==> src/rtl/fft_peak_detect.sv <==
// Per-frame peak finder for a 16-bin FFT stream: reports the strongest bin, its
// magnitude squared and the frame energy, with a one-deep result register and backpressure.
module fft_peak_detect #(
  parameter int FRAME_LEN = 16
) (
  input  logic        clk,
  input  logic        reset,
  input  logic        in_push,
  input  logic [15:0] in_real,
  input  logic [15:0] in_imag,
  output logic        in_stall,
  output logic        out_push,
  output logic [3:0]  out_bin,
  output logic [31:0] out_mag,
  output logic [35:0] out_energy,
  input  logic        out_stall
);

  localparam logic [3:0] LAST_BIN = 4'(FRAME_LEN - 1);

  logic [3:0]         bin_cnt;
  logic [31:0]        run_max;
  logic [3:0]         run_idx;
  logic [35:0]        run_energy;

  logic signed [31:0] real_ext;
  logic signed [31:0] imag_ext;
  logic signed [31:0] sq_real;
  logic signed [31:0] sq_imag;
  logic [31:0]        mag;
  logic               accept;
  logic               first_bin;
  logic               last_bin;
  logic               new_peak;
  logic [31:0]        peak_mag;
  logic [3:0]         peak_bin;
  logic [35:0]        energy_sum;

  // Each square is at most 2^30, so the sum of two always fits 32 bits unsigned.
  assign real_ext = {{16{in_real[15]}}, in_real};
  assign imag_ext = {{16{in_imag[15]}}, in_imag};
  assign sq_real  = real_ext * real_ext;
  assign sq_imag  = imag_ext * imag_ext;
  assign mag      = $unsigned(sq_real) + $unsigned(sq_imag);

  // Only the final bin of a frame has to wait for the result register to drain.
  assign first_bin = (bin_cnt == 4'd0);
  assign last_bin  = (bin_cnt == LAST_BIN);
  assign in_stall  = out_push & out_stall & last_bin;
  assign accept    = in_push & ~in_stall;

  // Strict compare keeps the lowest index on ties; bin 0 always seeds the frame.
  assign new_peak   = first_bin | (mag > run_max);
  assign peak_mag   = new_peak ? mag : run_max;
  assign peak_bin   = new_peak ? bin_cnt : run_idx;
  assign energy_sum = (first_bin ? 36'd0 : run_energy) + {4'd0, mag};

  // NOTE: every state register uses non-blocking assignment so all flops sample
  // pre-edge values together, independent of process evaluation order.
  always_ff @(posedge clk or negedge reset) begin
    if (!reset) begin
      bin_cnt    <= 4'd0;
      run_max    <= 32'd0;
      run_idx    <= 4'd0;
      run_energy <= 36'd0;
    end else if (accept) begin
      bin_cnt    <= bin_cnt + 4'd1;
      run_max    <= peak_mag;
      run_idx    <= peak_bin;
      run_energy <= energy_sum;
    end
  end

  // Result register: a new frame result may overwrite one transferring on the same edge.
  always_ff @(posedge clk or negedge reset) begin
    if (!reset) begin
      out_push   <= 1'b0;
      out_bin    <= 4'd0;
      out_mag    <= 32'd0;
      out_energy <= 36'd0;
    end else if (accept && last_bin) begin
      out_push   <= 1'b1;
      out_bin    <= peak_bin;
      out_mag    <= peak_mag;
      out_energy <= energy_sum;
    end else if (!out_stall) begin
      out_push   <= 1'b0;
    end
  end

endmodule

==> config.mk <==
export PLATFORM = sky130hd
export DESIGN_NAME = fft_peak_detect
export DESIGN_NICKNAME = d
export VERILOG_FILES = /design/src/rtl/fft_peak_detect.sv
export SDC_FILE = /design/constraint.sdc
export NUM_CORES = 2
export LEC_CHECK = 0
export CAP_MARGIN = 15
export CORE_ASPECT_RATIO = 1.75
export CORE_UTILIZATION = 55
export CTS_CLUSTER_SIZE = 28
export DETAILED_ROUTE_END_ITERATION = 7
export DONT_BUFFER_PORTS = 1
export GPL_TIMING_DRIVEN = 0
export PLACE_DENSITY = 0.7
export RECOVER_POWER = 25
export SKIP_LAST_GASP = 1
export SLEW_MARGIN = 0
export SYNTH_ARGS = -nofsm -noshare
export SYNTH_HDL_FRONTEND = slang
export SYNTH_SLANG_ARGS = --single-unit
==> constraint.sdc <==
create_clock -name clk -period 9.3 [get_ports clk]
set_clock_uncertainty 0.2 [all_clocks]
set_input_delay 1.86 -clock clk [delete_from_list [all_inputs] [get_ports clk]]
set_output_delay 1.86 -clock clk [all_outputs]
set_load 0.02 [all_outputs]
==> results.py <==
metrics = {
    "clock_network": {
        "cts_max_level": 4,
        "tritoncts_num_sinks": 149,
        "numCtsBuffers": 25,
        "latest_clock_arrival_within_the_worst_skew_pair_ps": 490,
        "clkSlewWorstSetupHoldPaths_ps": 60,
        "cts_tree": "done",
        "cts-root-to-sink-buffers": 3,
        "cts-hold-fix-buffers": 0,
        "clock_tree.root_cell": "sky130_fd_sc_hd__clkbuf_16",
    },
    "timing": {
        "timing.final.crit_share": 1.22,
        "final-setup-viol-count": 110,
        "rsz0062_at_grt": "true",
        "min_cycle_time_layout_ps": 11360,
        "fin_ws_ps": -2060,
        "fin_setup_tns_ps": -171130,
        "worst_pin_slew_ps": 1050,
        "hold_viol": 0,
        "timing.final.max_slew_violations": 0,
        "slew_headroom": 0.300,
        "timing.hold.ws_ps": 281,
        "max_fclk_ghz": 0.0880,
    },
    "synthesis": {
        "synth-async-reset-ratio": 1.00,
        "synth_sequential_area_ratio": 0.143,
        "mappedNetlistArea_um2": 26100,
        "yosysWarningCount": 0,
        "synth_edf_count": 0,
        "ys_seq_elements": 149,
        "avgSynthCellArea_um2": 9.44,
        "synth_fp_nets": 3536,
        "synth.distinct_cells": 71,
        "synth_ff_type": "sky130_fd_sc_hd__dfrtp_1",
        "netlist_instances": 2770,
    },
    "cells_and_area": {
        "mostFrequentLayoutCells": "sky130_fd_sc_hd__inv_1, sky130_fd_sc_hd__fa_1, sky130_fd_sc_hd__nand2_1",
        "mostFrequentLayoutCell": "sky130_fd_sc_hd__inv_1",
        "register_area_um2": 3730,
        "layout.nets": 3627,
        "proportion_of_layout_cells_with_a_drive_suffix_above_1": 0.146,
        "fillerInstances": 3865,
        "layout.core_utilization": 0.639,
        "syn_to_final_growth_pct": 14.6,
        "multi_input_comb_area_um2": 20700,
        "final_cells": 3454,
    },
    "global_route": {
        "grt_pass1_wl_mm": 121,
        "grtUsageTotal": 0.339,
        "antenna_found_initial": 2,
        "global_route.overflow_total": 0,
        "number_of_global_route_vias_before_repair": 22600,
        "pin_count_of_the_biggest_net_entering_global_routing": 150,
    },
    "placed_design": {
        "detailedPlacementHpwl_mm": 66.5,
        "place_inst": 3358,
        "portBuffers": 0,
        "finalWeightedCongestion": 1.01,
    },
    "worst_setup_path": {
        "cp.arrival_ps": 11510,
        "max_stage_delay_ps": 570,
        "timing.critical_path.slowest_stage_cell": "sky130_fd_sc_hd__fa_2",
        "cp_data_required_time_ps": 9450,
        "crit_path_max_fanout": 8,
        "critPathCaptureType": "register",
        "worst-r2r-setup-slack_ps": 3040,
        "worstSetupStartpointType": "primary input",
        "worst-setup-path-type": "in2reg",
    },
    "detailed_routing": {
        "drt_first_iter_violations": 1011,
        "vias": 19600,
        "post_drt_wl_per_cell_um": 23.1,
        "detailed_route_drc_error_count": 0,
        "drt-pass1-iter-count": 5,
        "drt_wl_total_mm": 79.7,
        "ant_nets": 0,
        "via_density_per_instance": 5.67,
    },
    "floorplan": {
        "top_level_ports": 110,
        "die_w_um": 167,
        "fp.dieArea_um2": 48400,
        "fp-row-count": 105,
        "initial_core_util": 0.557,
        "core_um2": 46900,
        "chipHeight_um": 290,
    },
    "outcome": {
        "run_status": "finished with violations",
        "violations": "setup timing",
    },
    "flow_run": {
        "cap_violations": 0,
    },
    "min_path": {
        "hold_class": "reg2reg",
    },
}
## critical path, delay by kind of cell
family	cells	cell delay, ps
adders and majority gates	12	5230
muxes	1	220
and+or+nand+nor	9	1830
xor gates and xnor gates	1	110
buffers and inverters	10	860
AOI/OAI and AO/OA	8	1360
## layout make-up
cell class | count | share of cell area
diodes | 1 | 0.0000835
repair buffers | 63 | 0.0218
clock inverters | 3 | 0.00226
clock buffers | 28 | 0.0223
inverters | 707 | 0.0894
flip-flops and latches | 149 | 0.124
well taps | 588 | 0.0246
plain buffers | 79 | 0.0232
multi-input cells | 1836 | 0.692
## timing repair
action                                  CTS  global route
endpoints found under the setup margin  114           118
buffers inserted                         35            24
pin swaps                                25            26
gates cloned                              5             3
resized for setup                       213           131
## state kept, by name, indices dropped and copies added, names as in the netlist
signal,flops
out_energy,36
run_energy,36
out_mag,32
run_max,32
bin_cnt,4
out_bin,4
run_idx,4
out_push,1
## cell usage after synthesis (31+ instances only)
cell type                    n  area (µm²)
sky130_fd_sc_hd__o21ai_0   137         686
sky130_fd_sc_hd__and2_1    128         801
sky130_fd_sc_hd__xnor2_1    76         666
sky130_fd_sc_hd__ha_1      209        2620
sky130_fd_sc_hd__clkbuf_1   66         248
sky130_fd_sc_hd__dfrtp_1   149        3730
sky130_fd_sc_hd__mux2i_1    35         350
sky130_fd_sc_hd__a21o_1     32         240
sky130_fd_sc_hd__nor2_1     75         282
sky130_fd_sc_hd__inv_1     706        2650
sky130_fd_sc_hd__o21ai_1    31         155
sky130_fd_sc_hd__fa_1      521       10400
sky130_fd_sc_hd__a21oi_1    61         305
sky130_fd_sc_hd__nand2_1   312        1170
## cells by family (layout without fill, tap and decap cells)
group,Yosys count,after routing,synth area share
AO/OA/AOI/OAI,347,347,0.0811
XOR/XNOR,107,107,0.0370
adder cells (fa/ha/maj),732,732,0.500
buffers and inverters,786,880,0.115
flip-flops,149,149,0.143
multiplexers,43,43,0.0173
other,1,2,0.000143
AND/OR/NAND/NOR,605,606,0.107
## per-layer routing
metal | up-vias | track usage | part of all wire
li1 | 8529 | - | -
met1 | 9980 | 0.288 | 0.29
met2 | 702 | 0.662 | 0.56
met3 | 366 | 0.0350 | 0.034
met4 | 2 | 0.335 | 0.12
met5 | - | 0 | 0.00018
## per-stage QoR
stage,worst slack [ps],cell area (µm²)
2_1_floorplan,-1480,26600
3_3_place_gp,-3120,27300
3_5_place_dp,-3190,27300
4_1_cts,-1890,29200
5_1_grt,-2240,30000
6_report,-2060,30000
## path summary, 6_finish.rpt
kind,endpoint,cells after the start,startpoint
min in group asynchronous,run_energy[34],0,reset
setup / recovery,out_mag[25],41,in_real[2]
setup reg to reg,out_energy[34],21,bin_cnt[0]
max in group asynchronous,out_mag[10],0,reset
hold reg to reg,run_energy[17],2,run_energy[17]
hold / removal,run_energy[17],2,run_energy[17]
Power is not shown: default switching activity piles up to over one toggle a cycle in this logic, so the estimate is an artifact.
